--- src/rtl/rsa_avalon_host.sv ---
// Avalon-MM master that feeds the RSA-256 core from a UART: loads n and e once,
// then per block reads a ciphertext, starts the core and transmits 31 result bytes.
module rsa_avalon_host #(
  parameter int RX_ADDR     = 0,
  parameter int TX_ADDR     = 1,
  parameter int STATUS_ADDR = 2,
  parameter int RRDY_BIT    = 7,
  parameter int TRDY_BIT    = 6,
  parameter int IN_BYTES    = 32,
  parameter int OUT_BYTES   = 31
) (
  input  logic         i_clk,
  input  logic         i_rst,
  output logic [2:0]   avm_address,
  output logic         avm_read,
  input  logic [31:0]  avm_readdata,
  output logic         avm_write,
  output logic [31:0]  avm_writedata,
  input  logic         avm_waitrequest,
  output logic         o_core_start,
  output logic [255:0] o_core_a,
  output logic [255:0] o_core_e,
  output logic [255:0] o_core_n,
  input  logic [255:0] i_core_result,
  input  logic         i_core_finished
);

  typedef enum logic [2:0] {
    S_QUERY_RX  = 3'd0,
    S_GET_DATA  = 3'd1,
    S_WAIT_CALC = 3'd2,
    S_QUERY_TX  = 3'd3,
    S_SEND_DATA = 3'd4
  } state_t;

  typedef enum logic [1:0] {
    PH_N = 2'd0,
    PH_E = 2'd1,
    PH_A = 2'd2
  } phase_t;

  localparam logic [2:0] RX_A     = 3'(RX_ADDR);
  localparam logic [2:0] TX_A     = 3'(TX_ADDR);
  localparam logic [2:0] STATUS_A = 3'(STATUS_ADDR);
  localparam logic [5:0] IN_LAST  = 6'(IN_BYTES - 1);
  localparam logic [5:0] OUT_LAST = 6'(OUT_BYTES - 1);

  state_t         state_q, state_d;
  phase_t         phase_q, phase_d;
  logic [5:0]     cnt_q, cnt_d;
  logic [255:0]   n_q, n_d, e_q, e_d, a_q, a_d, result_q, result_d;
  logic [2:0]     address_q, address_d;
  logic           read_q, read_d, write_q, write_d, start_q, start_d;
  logic [31:0]    writedata_q, writedata_d;
  logic           xfer_done_s;
  logic           unused_s;

  assign xfer_done_s = (read_q | write_q) & ~avm_waitrequest;
  assign unused_s    = ^{avm_readdata[31:8], i_core_result[255:248]};

  // Next-state, datapath and bus request computation
  always_comb begin
    state_d     = state_q;
    phase_d     = phase_q;
    cnt_d       = cnt_q;
    n_d         = n_q;
    e_d         = e_q;
    a_d         = a_q;
    result_d    = result_q;
    address_d   = address_q;
    read_d      = read_q;
    write_d     = write_q;
    writedata_d = writedata_q;
    start_d     = 1'b0;
    case (state_q)
      S_QUERY_RX: begin
        if (xfer_done_s && avm_readdata[RRDY_BIT]) begin
          state_d   = S_GET_DATA;
          address_d = RX_A;
        end else begin
          state_d   = S_QUERY_RX;
        end
      end
      S_GET_DATA: begin
        if (xfer_done_s) begin
          case (phase_q)
            PH_N:    n_d = {n_q[247:0], avm_readdata[7:0]};
            PH_E:    e_d = {e_q[247:0], avm_readdata[7:0]};
            PH_A:    a_d = {a_q[247:0], avm_readdata[7:0]};
            default: a_d = a_q;
          endcase
          address_d = STATUS_A;
          state_d   = S_QUERY_RX;
          if (cnt_q == IN_LAST) begin
            cnt_d = 6'd0;
            case (phase_q)
              PH_N:    phase_d = PH_E;
              PH_E:    phase_d = PH_A;
              default: begin
                // Ciphertext complete: bus goes idle while the core runs
                phase_d = PH_A;
                state_d = S_WAIT_CALC;
                read_d  = 1'b0;
                start_d = 1'b1;
              end
            endcase
          end else begin
            cnt_d = cnt_q + 6'd1;
          end
        end else begin
          state_d = S_GET_DATA;
        end
      end
      S_WAIT_CALC: begin
        if (i_core_finished) begin
          // Pre-shift so the top byte of the register is always the next byte to send
          result_d  = {i_core_result[247:0], 8'h00};
          state_d   = S_QUERY_TX;
          address_d = STATUS_A;
          read_d    = 1'b1;
        end else begin
          state_d   = S_WAIT_CALC;
        end
      end
      S_QUERY_TX: begin
        if (xfer_done_s && avm_readdata[TRDY_BIT]) begin
          state_d     = S_SEND_DATA;
          address_d   = TX_A;
          read_d      = 1'b0;
          write_d     = 1'b1;
          writedata_d = {24'h000000, result_q[255:248]};
        end else begin
          state_d     = S_QUERY_TX;
        end
      end
      S_SEND_DATA: begin
        if (xfer_done_s) begin
          result_d  = {result_q[247:0], 8'h00};
          address_d = STATUS_A;
          read_d    = 1'b1;
          write_d   = 1'b0;
          if (cnt_q == OUT_LAST) begin
            cnt_d   = 6'd0;
            state_d = S_QUERY_RX;
          end else begin
            cnt_d   = cnt_q + 6'd1;
            state_d = S_QUERY_TX;
          end
        end else begin
          state_d = S_SEND_DATA;
        end
      end
      default: begin
        state_d   = S_QUERY_RX;
        address_d = STATUS_A;
        read_d    = 1'b1;
        write_d   = 1'b0;
      end
    endcase
  end

  // State, datapath and registered bus outputs
  always_ff @(posedge i_clk or posedge i_rst) begin
    if (i_rst) begin
      state_q     <= S_QUERY_RX;
      phase_q     <= PH_N;
      cnt_q       <= 6'd0;
      n_q         <= 256'd0;
      e_q         <= 256'd0;
      a_q         <= 256'd0;
      result_q    <= 256'd0;
      address_q   <= STATUS_A;
      read_q      <= 1'b1;
      write_q     <= 1'b0;
      writedata_q <= 32'd0;
      start_q     <= 1'b0;
    end else begin
      state_q     <= state_d;
      phase_q     <= phase_d;
      cnt_q       <= cnt_d;
      n_q         <= n_d;
      e_q         <= e_d;
      a_q         <= a_d;
      result_q    <= result_d;
      address_q   <= address_d;
      read_q      <= read_d;
      write_q     <= write_d;
      writedata_q <= writedata_d;
      start_q     <= start_d;
    end
  end

  assign avm_address   = address_q;
  assign avm_read      = read_q;
  assign avm_write     = write_q;
  assign avm_writedata = writedata_q;
  assign o_core_start  = start_q;
  assign o_core_a      = a_q;
  assign o_core_e      = e_q;
  assign o_core_n      = n_q;

endmodule

--- config.mk ---
export PLATFORM = sky130hd
export DESIGN_NAME = rsa_avalon_host
export DESIGN_NICKNAME = d
export VERILOG_FILES = /design/src/rtl/rsa_avalon_host.sv
export SDC_FILE = /design/constraint.sdc
export NUM_CORES = 2
export LEC_CHECK = 0
export ABC_AREA = 1
export CORE_AREA = 2 2 433 435
export DETAILED_ROUTE_END_ITERATION = 8
export DIE_AREA = 0 0 435 437
export GPL_ROUTABILITY_DRIVEN = 0
export SLEW_MARGIN = 10
export SYNTH_ARGS = -nofsm -noshare
export SYNTH_HDL_FRONTEND = slang
export SYNTH_SLANG_ARGS = --single-unit
--- constraint.sdc ---
create_clock -name i_clk -period 29.7 [get_ports i_clk]
set_clock_uncertainty 0.1 [all_clocks]
set_input_delay 2.97 -clock i_clk [delete_from_list [all_inputs] [get_ports i_clk]]
set_output_delay 2.97 -clock i_clk [all_outputs]
set_load 0.05 [all_outputs]
==> reports/results.ini <==
[sta]
setup_tns_ns = 0
setup_ws_ns = 21.54
hold_viol = 0
slew_violations = 0
period_share_pct = 27.5
period_minus_slack_ns = 8.16
slew_headroom_pct = 19.9
rsz0062_at_grt = no
final-setup-viol-count = 0
max_freq_mhz = 123
worstMarginPinSlew_ns = 1.20
fin_hold_ws_ns = 0.372

[setup_path]
r2r_start = avm_write
cp-start-kind = input pin
rr_worst_depth = 12
crit_path_max_fanout = 78
rr_endpoint = o_core_n[170]
cp.arrival_ns = 8.80
cp_data_required_time_ns = 30.34
critPathKind = in2async
rrSetupSlack_ns = 23.99
end_kind = asynchronous set/reset pin

[power]
ir_worst_vdd_v = 0.0000452
p_per_area_nw_per_um2 = 51.3
p_leak_nw = 27.6
p_total_mw = 2.98

[synthesis]
synthTopCellsByCount = 1,038 x dfrtp_1, 699 x nand2_1, 659 x inv_1
yosys.area.top_type = dfrtp_1
synth_mux_area_share_pct = 0
ys_seq_area_share_pct = 61.5
synth_seq_cells = 1040
async_flop_share_pct = 100
synth.area.top_cells = dfrtp_1 61%, nand2_1 6.2%, inv_1 5.8%, o21ai_1 4.9%, a21oi_1 4.3%
synth_top_area_share_pct = 61.4
synthAdderAreaFrac_pct = 0.0591
synth_cell_types = 31
syn_inst = 4394
synthMostInstantiatedCell = dfrtp_1
syn_area_um2 = 42300
synth-compound-area-share_pct = 17.4
synth_xor_xnor_area_share_pct = 0
synth_simple_gate_area_share_pct = 10.1
avgSynthCellArea_um2 = 9.63
synth_warnings = 0
ys.flop_type = dfrtp_1
synth_top_family_by_area = compound AO/OA/AOI/OAI gates
synth_edf_count = 0

[floorplan]
ioPinCount = 1098
die_w_um = 435
dieHeight_um = 437
core_um2 = 185000
die_area_um2 = 190000
rows = 158
floorplan.initialDensity_pct = 22.9

[global_routing]
antenna_found_initial = 28
grt_overflow = 0
grt_pass1_wl_um = 212000
first_global_vias = 31800
grt_usage_pct = 14.9
grt_max_degree = 215

[clock_tree]
clock_sinks = 1040
cts_buffers = 114
root_buffer = clkbuf_16
cts_setup_buffers = 0
ctsHoldBuffers = 0
htreeDepth = 3
insertion_delay_ns = 0.77
cts.path.max_buffers = 3
cts.clk_slew.worst_paths_ns = 0.06
cts_tree = built
cts_resized = 0

[layout]
syn_to_final_growth_pct = 37.5
drive_gt1_share_pct = 6.01
fin_area_um2 = 58200
num-nets-final = 5606

[drt]
drtPass1Iterations = 7
vias = 32700
totalWireLength_um = 145000
vias_per_cell = 4.14
ant_nets = 0
wl_per_cell_um = 18.4
drcViolationCount = 0
drtIter0Drc = 2131

[hold_path]
hp-class = reg2reg
hp-start = avm_address[0]
min_path_cells = 2
worstHoldEndpoint = avm_address[0]

[placement]
place_area_um2 = 54100
dpl.hpwl_um = 110000
portBuffers = 1040
pre_cts_ws_ns = 20.43

[run]
max_cap_viol_count = 0

[status]
status = finished, final reports clean

cell usage in the layout (no fill, tap or decap), types with 4 or more instances in the layout:
cell	Yosys	routed
a21oi_1	365	365
buf_4	31	38
bufinv_16	0	9
clkbuf_1	47	19
clkbuf_16	0	114
clkbuf_8	0	36
clkdlybuf4s50_1	0	1040
clkinv_2	0	17
clkinvlp_4	0	7
conb_1	1	25
dfrtp_1	1038	1038
diode_2	0	13
inv_1	659	658
inv_2	5	4
inv_6	0	4
nand2_1	699	699
nand3_1	18	18
nor2_1	374	374
o211ai_1	166	166
o211ai_2	74	74
o21ai_0	254	254
o21ai_1	418	418
worst max-delay path by stage:
stage / start / end / slack (ns)
5_1_grt: i_rst / result_q[125] / 20.56
4_1_cts: i_rst / result_q[117] / 21.30
3_3_place_gp: i_rst / result_q[117] / 20.47
6_report: i_rst / result_q[117] / 21.54
2_1_floorplan: i_rst / avm_address[0] / 12.29
3_5_place_dp: i_rst / result_q[117] / 20.43
state kept, by name, indices dropped and copies added, names as in the netlist:
name and count:
o_core_e 256, avm_address 2, avm_read 1, phase_q 2, cnt_q 6, o_core_start 1, result_q 248, o_core_n 256
avm_writedata 8, avm_write 1, o_core_a 256, state_q 3
kinds of logic (layout without fill, tap and decap cells):
family          count (synthesis)  count (layout)
compound gates               1279            1279
fa+ha+maj                       2               2
buf+inv                       966            1955
flops                        1040            1040
other cells                     1              38
simple gates                 1106            1106
final cells by class:
type	count	area, µm²
timing repair buffer	1080	10700
antenna	13	32.5
multi-input combinational	2412	11800
clock buffer	169	3420
fill	19200	127000
sequential	1040	26000
tap	2480	3100
inverter	664	2500
clock inverter	42	578
metal layers:
layer | share of wire [%] | global-route usage, % | wire length [µm]
met4 | 4.8 | 7.74 | 7040
met5 | 0.13 | 0 | 190
met3 | 8.1 | 5.14 | 11800
met2 | 50 | 25.8 | 73300
met1 | 36 | 15.9 | 52900
worst max-delay path, cell delays in order:
cell	delay, ns
clkdlybuf4s50_1	0.44
clkinvlp_4	0.53
buf_4	0.86
buf_4	0.77
buf_4	0.66
buf_4	0.60
buf_4	0.78
buf_4	0.89
per-stage QoR:
stage | utilization [%] | cells
2_1_floorplan | - | 4418
3_3_place_gp | 29.3 | 7676
3_5_place_dp | 29.3 | 7676
4_1_cts | 31.4 | 7887
5_1_grt | 31.4 | 7899
6_report | 31.4 | 7900
report_power, final:
| part | total, mW | switching, mW | internal [mW] | leakage (nW) |
|---|---|---|---|---|
| clock | 1.49 | 0.613 | 0.877 | 1.96 |
| combinational | 0.0754 | 0.0441 | 0.0313 | 14.3 |
| sequential | 1.42 | 0.0000389 | 1.42 | 11.3 |
| total | 2.98 | 0.657 | 2.33 | 27.6 |
Power figures use the tool's default switching activity.
